`src/rtl/cpu_pkg.sv`:
```
// Shared CPU definitions: shift opcodes, the shift-op enum used by the ALU decoder,
// and the iterative shifter FSM state encoding.
package cpu_pkg;

  localparam logic [4:0] SHL  = 5'b00101;
  localparam logic [4:0] SHR  = 5'b00110;
  localparam logic [4:0] SHRA = 5'b00111;
  localparam logic [4:0] ROR  = 5'b01000;
  localparam logic [4:0] ROL  = 5'b01001;

  typedef enum logic [4:0] {
    OP_SHL  = 5'b00101,
    OP_SHR  = 5'b00110,
    OP_SHRA = 5'b00111,
    OP_ROR  = 5'b01000,
    OP_ROL  = 5'b01001
  } shift_op_e;

  typedef enum logic [1:0] {
    ST_IDLE  = 2'd0,
    ST_SHIFT = 2'd1,
    ST_DONE  = 2'd2
  } shift_state_e;

  function automatic logic is_shift_op(input logic [4:0] code);
    return (code == SHL) || (code == SHR) || (code == SHRA) ||
           (code == ROR) || (code == ROL);
  endfunction

  function automatic logic is_rotate_op(input logic [4:0] code);
    return (code == ROR) || (code == ROL);
  endfunction

endpackage

```
`src/rtl/shift_step.sv`:
```
// One iteration of the shifter: shifts or rotates value by s (0..STEP) per op.
module shift_step
  import cpu_pkg::*;
#(
  parameter int WIDTH = 32,
  parameter int STEP  = 4,
  localparam int SW   = $clog2(STEP) + 1
) (
  input  logic [WIDTH-1:0] value,
  input  logic [SW-1:0]    s,
  input  shift_op_e        op,
  input  logic             sign,
  output logic [WIDTH-1:0] shifted
);

  logic [2*WIDTH-1:0] dbl;
  logic [2*WIDTH-1:0] ext;
  logic [2*WIDTH-1:0] wide;

  // Double-width operands turn arithmetic shift and rotates into plain shifts.
  always_comb begin
    dbl     = {value, value};
    ext     = {{WIDTH{sign}}, value};
    wide    = '0;
    shifted = value;
    case (op)
      OP_SHL:  shifted = value << s;
      OP_SHR:  shifted = value >> s;
      OP_SHRA: begin
        wide    = ext >> s;
        shifted = wide[WIDTH-1:0];
      end
      OP_ROR: begin
        wide    = dbl >> s;
        shifted = wide[WIDTH-1:0];
      end
      OP_ROL: begin
        wide    = dbl << s;
        shifted = wide[2*WIDTH-1:WIDTH];
      end
      default: shifted = value;
    endcase
  end

endmodule

```
`src/rtl/iterative_shifter.sv`:
```
// Multi-cycle shift/rotate unit: up to STEP bits per cycle, start/busy/done handshake.
// Handshake: a request is taken on any edge with start=1 while busy=0; done pulses
// for one cycle with result/err valid, and both hold until the next accepted request.
module iterative_shifter
  import cpu_pkg::*;
#(
  parameter int WIDTH = 32,
  parameter int STEP  = 4,
  parameter int AMT_W = $clog2(WIDTH) + 1
) (
  input  logic             Clock,
  input  logic             Clear,
  input  logic             start,
  input  logic [4:0]       op_code,
  input  logic [WIDTH-1:0] data_in,
  input  logic [WIDTH-1:0] shamt_in,
  output logic             busy,
  output logic             done,
  output logic             err,
  output logic [WIDTH-1:0] result,
  output shift_state_e     dbg_state
);

  localparam int LW = $clog2(WIDTH);
  localparam int SW = $clog2(STEP) + 1;
  localparam logic [AMT_W-1:0] FULL_AMT = AMT_W'(WIDTH);
  localparam logic [AMT_W-1:0] STEP_AMT = AMT_W'(STEP);

  shift_state_e     state_q, state_d;
  logic [WIDTH-1:0] work_q;
  logic [AMT_W-1:0] count_q;
  shift_op_e        op_q;
  logic             sign_q;
  logic             err_next_q;
  logic [WIDTH-1:0] result_q;
  logic             err_q;

  logic             accept;
  logic             legal;
  logic [AMT_W-1:0] amt;
  logic [AMT_W-1:0] step_amt;
  logic [WIDTH-1:0] step_out;

  // Shift amounts saturate at WIDTH; rotate amounts wrap modulo WIDTH.
  always_comb begin
    legal = is_shift_op(op_code);
    amt   = '0;
    if (legal) begin
      if (is_rotate_op(op_code))
        amt = {1'b0, shamt_in[LW-1:0]};
      else if (|shamt_in[WIDTH-1:LW])
        amt = FULL_AMT;
      else
        amt = {1'b0, shamt_in[LW-1:0]};
    end
  end

  always_comb begin
    step_amt = (count_q < STEP_AMT) ? count_q : STEP_AMT;
  end

  shift_step #(
    .WIDTH (WIDTH),
    .STEP  (STEP)
  ) u_step (
    .value   (work_q),
    .s       (step_amt[SW-1:0]),
    .op      (op_q),
    .sign    (sign_q),
    .shifted (step_out)
  );

  always_comb begin
    state_d = state_q;
    accept  = 1'b0;
    case (state_q)
      ST_IDLE: begin
        if (start) begin
          accept  = 1'b1;
          state_d = ST_SHIFT;
        end
      end
      ST_SHIFT: begin
        if (count_q == '0) state_d = ST_DONE;
      end
      ST_DONE: begin
        if (start) begin
          accept  = 1'b1;
          state_d = ST_SHIFT;
        end else begin
          state_d = ST_IDLE;
        end
      end
      default: state_d = ST_IDLE;
    endcase
  end

  always_ff @(posedge Clock or negedge Clear) begin
    if (!Clear) state_q <= ST_IDLE;
    else        state_q <= state_d;
  end

  always_ff @(posedge Clock or negedge Clear) begin
    if (!Clear) begin
      work_q     <= '0;
      count_q    <= '0;
      op_q       <= OP_SHL;
      sign_q     <= 1'b0;
      err_next_q <= 1'b0;
      result_q   <= '0;
      err_q      <= 1'b0;
    end else if (accept) begin
      work_q     <= data_in;
      count_q    <= amt;
      op_q       <= shift_op_e'(op_code);
      sign_q     <= data_in[WIDTH-1];
      err_next_q <= ~legal;
    end else if (state_q == ST_SHIFT) begin
      if (count_q == '0) begin
        result_q <= work_q;
        err_q    <= err_next_q;
      end else begin
        work_q  <= step_out;
        count_q <= count_q - step_amt;
      end
    end
  end

  assign busy      = (state_q == ST_SHIFT);
  assign done      = (state_q == ST_DONE);
  assign err       = err_q;
  assign result    = result_q;
  assign dbg_state = state_q;

endmodule
```
`config.mk`:
```
export PLATFORM = sky130hd
export DESIGN_NAME = iterative_shifter
export DESIGN_NICKNAME = d
export VERILOG_FILES = /design/src/rtl/cpu_pkg.sv /design/src/rtl/shift_step.sv /design/src/rtl/iterative_shifter.sv
export SDC_FILE = /design/constraint.sdc
export NUM_CORES = 1
export LEC_CHECK = 0
export ABC_AREA = 1
export CAP_MARGIN = 20
export CORE_MARGIN = 1.5
export CORE_UTILIZATION = 55
export DETAILED_ROUTE_END_ITERATION = 16
export PLACE_DENSITY = 0.78
export SETUP_SLACK_MARGIN = 0.1
export SLEW_MARGIN = 20
export SYNTH_ARGS = -nofsm -noshare
export SYNTH_HDL_FRONTEND = slang
export SYNTH_HIERARCHICAL = 1
export SYNTH_SLANG_ARGS = --single-unit
```
`constraint.sdc`:
```
create_clock -name Clock -period 3.7 [get_ports Clock]
set_clock_uncertainty 0.1 [all_clocks]
set_input_delay 0.555 -clock Clock [delete_from_list [all_inputs] [get_ports Clock]]
set_output_delay 0.555 -clock Clock [all_outputs]
set_load 0.01 [all_outputs]
```
# Word-level counts from Yosys, hierarchy flattened
# Index checks and enable logic that the tools add are counted.
# Widths: inputs -> output; s select.
[classes]
n_reduce_logical = 15
n_mux = 17
shift = 5
n_addsub = 1
order_cmp = 1
n_bitwise = 2
n_eq_ne = 15
[op_table]
columns = ["operator", "n"]
rows = [
  ["$pmux 32 s5", 1],
  ["$shr 64x3->32", 2],
  ["$mux 32", 3],
  ["$shl 64x3->64", 1],
  ["$mux 6", 7],
  ["$shl 32x3->32", 1],
  ["$shr 32x3->32", 1],
  ["$eq 5x3->1 const B", 6],
  ["$reduce_or 27->1", 1],
  ["$eq 5x4->1 const B", 4],
  ["$logic_not 6->1", 1],
  ["$lt 6x3->1 const B", 1],
  ["$pmux 2 s3", 1],
  ["$reduce_and 3->1", 2],
  ["$reduce_bool 6->1", 1],
  ["$sub 6x6->6", 1],
  ["$logic_or 1x1->1", 5],
  ["$mux 2", 2],
  ["$ne 2x2->1 const B", 2],
  ["$reduce_and 2->1", 2],
  ["$mux 1", 3],
  ["$eq 2x1->1 const B", 1],
  ["$eq 2x2->1 const B", 1],
  ["$logic_not 2->1", 1],
  ["4 further kinds", 5],
]
[word_totals]
input_bits = 72
reg_bits = 80

# Depth between registers and ports, before layout
[depth]
word_depth = 7
depth_mapped = 16
ltp_nobuf = 15

# Cells and area by module
# Netlist, hierarchy kept.
[modules_own_cells]
columns = ["module", "seq_area_each_um2", "area_per_inst_um2", "cells_each", "n_inst"]
rows = [
  ["iterative_shifter", 2004.4, 3604.7, 443, 1],
  ["shift_step", 0.0, 2912.8, 623, 1],
]

# Worst setup path before layout
# OpenSTA, ideal clock, no wires.
[synth_timing]
path_kind = "flip-flop to flip-flop"
startpoint = "register count_q[4]"
endpoint = "register work_q[5]"
path_slack_ns = 1.577
n_path_buf = 2
period_less_slack_ns = 2.123
stages_incl_launch_ff = 15
arrival_ns = 1.941
t_required_ns = 3.518
path_cell_list = "dfrtp_1 nor2_4 nand2_2 nor2_1 buf_6 buf_6 nand2_1 o21a_1 o21ai_1 nand2_1 nand2_1 nand2_1 o2111ai_1 nand2_1 a31oi_1"
[synth_between]
elab_chain_cells = 7
[synth_lines]
columns = ["element", "line_no", "text"]
rows = [
  ["start: declaration", "iterative_shifter.sv:31", "logic [AMT_W-1:0] count_q;"],
  ["start signal: assignment", "iterative_shifter.sv:114", "count_q <= amt;"],
  ["start signal: assignment", "iterative_shifter.sv:124", "count_q <= count_q - step_amt;"],
  ["$lt 6x3->1 (*)", "iterative_shifter.sv:59", "step_amt = (count_q < STEP_AMT) ? count_q : STEP_AMT;"],
  ["$mux 6 (*)", "iterative_shifter.sv:59", ""],
  ["via step_amt[2]", "iterative_shifter.sv:41", "logic [AMT_W-1:0] step_amt;"],
  ["$shl 64x3->64, or another cell as far along", "shift_step.sv:38", "wide = dbl << s;"],
  ["$pmux 32 s5 (*)", "shift_step.sv:26", "case (op)"],
  ["via step_out[5]", "iterative_shifter.sv:42", "logic [WIDTH-1:0] step_out;"],
  ["$mux 32 (*)", "iterative_shifter.sv:119", "if (count_q == '0) begin"],
  ["$mux 32 (*)", "iterative_shifter.sv:118", "end else if (state_q == ST_SHIFT) begin"],
  ["$mux 32 (*)", "iterative_shifter.sv:112", "end else if (accept) begin"],
  ["end signal: assignment", "iterative_shifter.sv:113", "work_q <= data_in;"],
  ["end signal: assignment", "iterative_shifter.sv:123", "work_q <= step_out;"],
  ["end: declaration", "iterative_shifter.sv:30", "logic [WIDTH-1:0] work_q;"],
]
# Mark *: on every way through the listed nets, which the timed path passes. The rest lies on a longest branch. The select of a mux whose other input is x is not followed.
# A chain may end at the register's enable or synchronous reset.

# Worst setup path after layout
[layout_timing]
startpoint = "register count_q[4]"
endpoint = "register work_q[4]"
# The elaborated chain is that of the path after synthesis.

==> out/results.txt <==
IO Count: 109
Period minus WS final: 2.581 ns
Final core utilization: 68.22%
Seq pwr share: 25.7%
Via count: 7,246
Max Cap Violations: 0
Final Hold Fails: 0
Rel. slew slack: 52.07%
Crit path max fanout: 44
Post-CTS sizing: 0
Clk root buf: clkbuf_16
Vias/cell: 5.674
Longest Clk Path Bufs: 2
Layout area overhead: 20.02%
GRT Resource Usage Total: 31.46%
Clk slew on worst S/H paths: 0.06 ns
Critical path launch point type: flip-flop
Die Ht: 111.9 um
Largest net degree at the start of global routing: 81
Clk Latency, worst-skew pair: 0.35 ns
Worst hold slack: 0.1436 ns
Total Wirelength: 19,020 um
Worst-Margin Slew: 0.7190 ns
CP Class: reg -> reg
Setup tns final: 0 ns
Sequential element share of the synthesized area: 30.75%
Initial Util: 56.84%
Max-slew violation count: 0
Dpl cell area: 0.007522 mm2
Filler Cells Inserted: 1,112
PD cells: 882.5 mW/mm2
CP peak stage delay: 0.41 ns
Total CTS buffers: 9
First-pass GRT wire length: 32,430 um
DRC violations left: 0
Avg WL per Cell: 14.89 um
Final worst-path cycle share: 69.76%
Core ar.: 0.01147 mm2
DR iter-0 viols: 894
RSZ-0062 raised after global routing: false
Yosys cell types: 40
Syn Area/Cell: 6.114 um2
Crit-path cells: nor2_4, nand2_2, nor2_4, buf_4, nand2_1, o21ai_1, nand2_1, o21ai_0, nor2_1, o21ai_0, nand4_1, nand2_1, a31oi_1
Detailed placement HPWL: 12,820 um
Cell repeated most along the worst path: nand2_1
F_max: 387.4 MHz
Required time worst endpoint: 3.80 ns
Count of input and output buffers: 108
Number of global-route vias before repair: 6,763
Post-CTS Hold Buffers: 0
Critical path endpoint category: flip-flop
Clock sinks: 80
Commonest non-fill, non-tap cells in the layout: nand2_1, clkdlybuf4s50_1, nor2_1
Leakage: 0.003616 uW
Psw: 3482 uW
Die width: 111.9 um
GRT Residual Overflow: 0
Final ANT Viol Nets: 0
Pint: 3421 uW
Worst min path class: in -> async
Post-CTS Setup Inserts: 0
Nets: 1,202
Post-synthesis register bit count: 80
Final setup margin: 1.119 ns
CTS tree: yes
Synth Instances: 1,066
Yosys warnings: 6
Final Setup Violations: 0
Slowest-stage cell, CP: dfrtp_1
Cell Area, Synth: 0.006518 mm2
Initial antenna violation count: 0
RePlAce Congestion: 0.8950
Setup Slack @ Placement: 0.9936 ns
Sw Share: 50.44%
H-tree depth: 3
Outcome: finished, final reports clean
Commonest non-fill, non-tap cell in the layout: nand2_1
IR drop worst, VDD: 0.8773 mV
DIE AREA: 0.01251 mm2
Final Instance Area: 0.007823 mm2
Share of cells above drive strength 1: 5.732%
First-pass iteration count of the detailed router: 6
Crit path DAT: 2.68 ns
Syn_nets: 1,139
Combinational fraction of design power: 61.2%
Clock network power share: 13.1%
Diode count: 0
# rows: 39
[layout make-up]
cell class | instances | area (um2) | area share, %
flip-flops and latches | 80 | 2004 | 25.62
repair buffers | 120 | 1172 | 14.99
well taps | 143 | 178.9 | 2.287
clock inverters | 7 | 71.32 | 0.9117
inverters | 60 | 225.2 | 2.879
clock buffers | 9 | 225.2 | 2.879
multi-input cells | 858 | 3945 | 50.43
[Yosys cell counts (all sizes together)]
library cell	number	area, um2
nand2	442	1682
o21ai	107	546.8
nor2	102	430.4
nand3	90	455.4
dfrtp	78	1952
inv	58	217.7
buf	45	271.5
a31oi	32	200.2
clkbuf	23	86.33
a21oi	19	98.85
o211ai	18	135.1
nand4	12	90.09
mux2i	6	60.06
o221ai	6	52.55
o21a	5	37.54
a21boi	4	30.03
nor3	3	15.01
o21bai	3	22.52
clkinv	2	7.510
dfstp	2	52.55
nand3b	2	15.01
o31ai	2	15.01
conb	1	3.750
ha	1	12.51
o2111ai	1	8.760
o22ai	1	12.51
or2	1	6.260
[routing by layer]
layer	GRT usage, %	part of all wire, %
met1	44.23	45
met2	49.51	46
met3	5.607	7.3
met4	9.620	1.7
met5	0	0
[power groups by stage]
stage	combinational [uW]	clock (uW)	sequential (uW)
floorplan	3000	0	1730
global placement	4120	0	1760
detailed placement	4160	0	1770
CTS	4190	908	1760
global route	4780	941	1830
finish	4230	902	1770
[critical path, delay by kind of cell, from the launching register on]
kind	cells	cell delay, ns
AO/OA/AOI/OAI	4	0.55
buffers and inverters	1	0.40
flip-flops	1	0.41
AND/OR/NAND/NOR	8	0.95
[cells by family (layout without fill, tap and decap cells)]
group	count (synthesis)	in the layout	share of synthesized area, %
simple gates	652	652	41.33
compound gates	198	198	17.80
buf+inv	128	196	8.946
flops	80	80	30.75
mux	6	6	0.9215
fa+ha+maj	1	1	0.1919
other cells	1	1	0.05754
[state kept, by name, summed over array words and instances, names as in the netlist]
| signal | cells |
|---|---|
| result | 32 |
| work_q | 32 |
| count_q | 6 |
| op_q | 5 |
| dbg_state | 2 |
| err | 1 |
| err_next_q | 1 |
| sign_q | 1 |
[through the flow]
| step | instances | power (uW) |
|---|---|---|
| after global placement | 1261 | 5879 |
| final | 1277 | 6904 |
| after floorplan | 1066 | 4734 |
| after global routing | 1277 | 7553 |
| after CTS | 1277 | 6864 |
| after detailed placement | 1261 | 5929 |
[worst paths after layout]
check | startpoint | cells after the start | slack [ns] | to
max | count_q[4] | 13 | 1.12 | work_q[4]
min reg2reg | result[6] | 2 | 0.37 | result[6]
max in group asynchronous | Clear | 1 | 2.87 | work_q[21]
min in group Clock | result[6] | 2 | 0.37 | result[6]
max reg2reg | count_q[4] | 13 | 1.12 | work_q[4]
min | Clear | 1 | 0.14 | result[0]
Power figures use the tool's default switching activity.
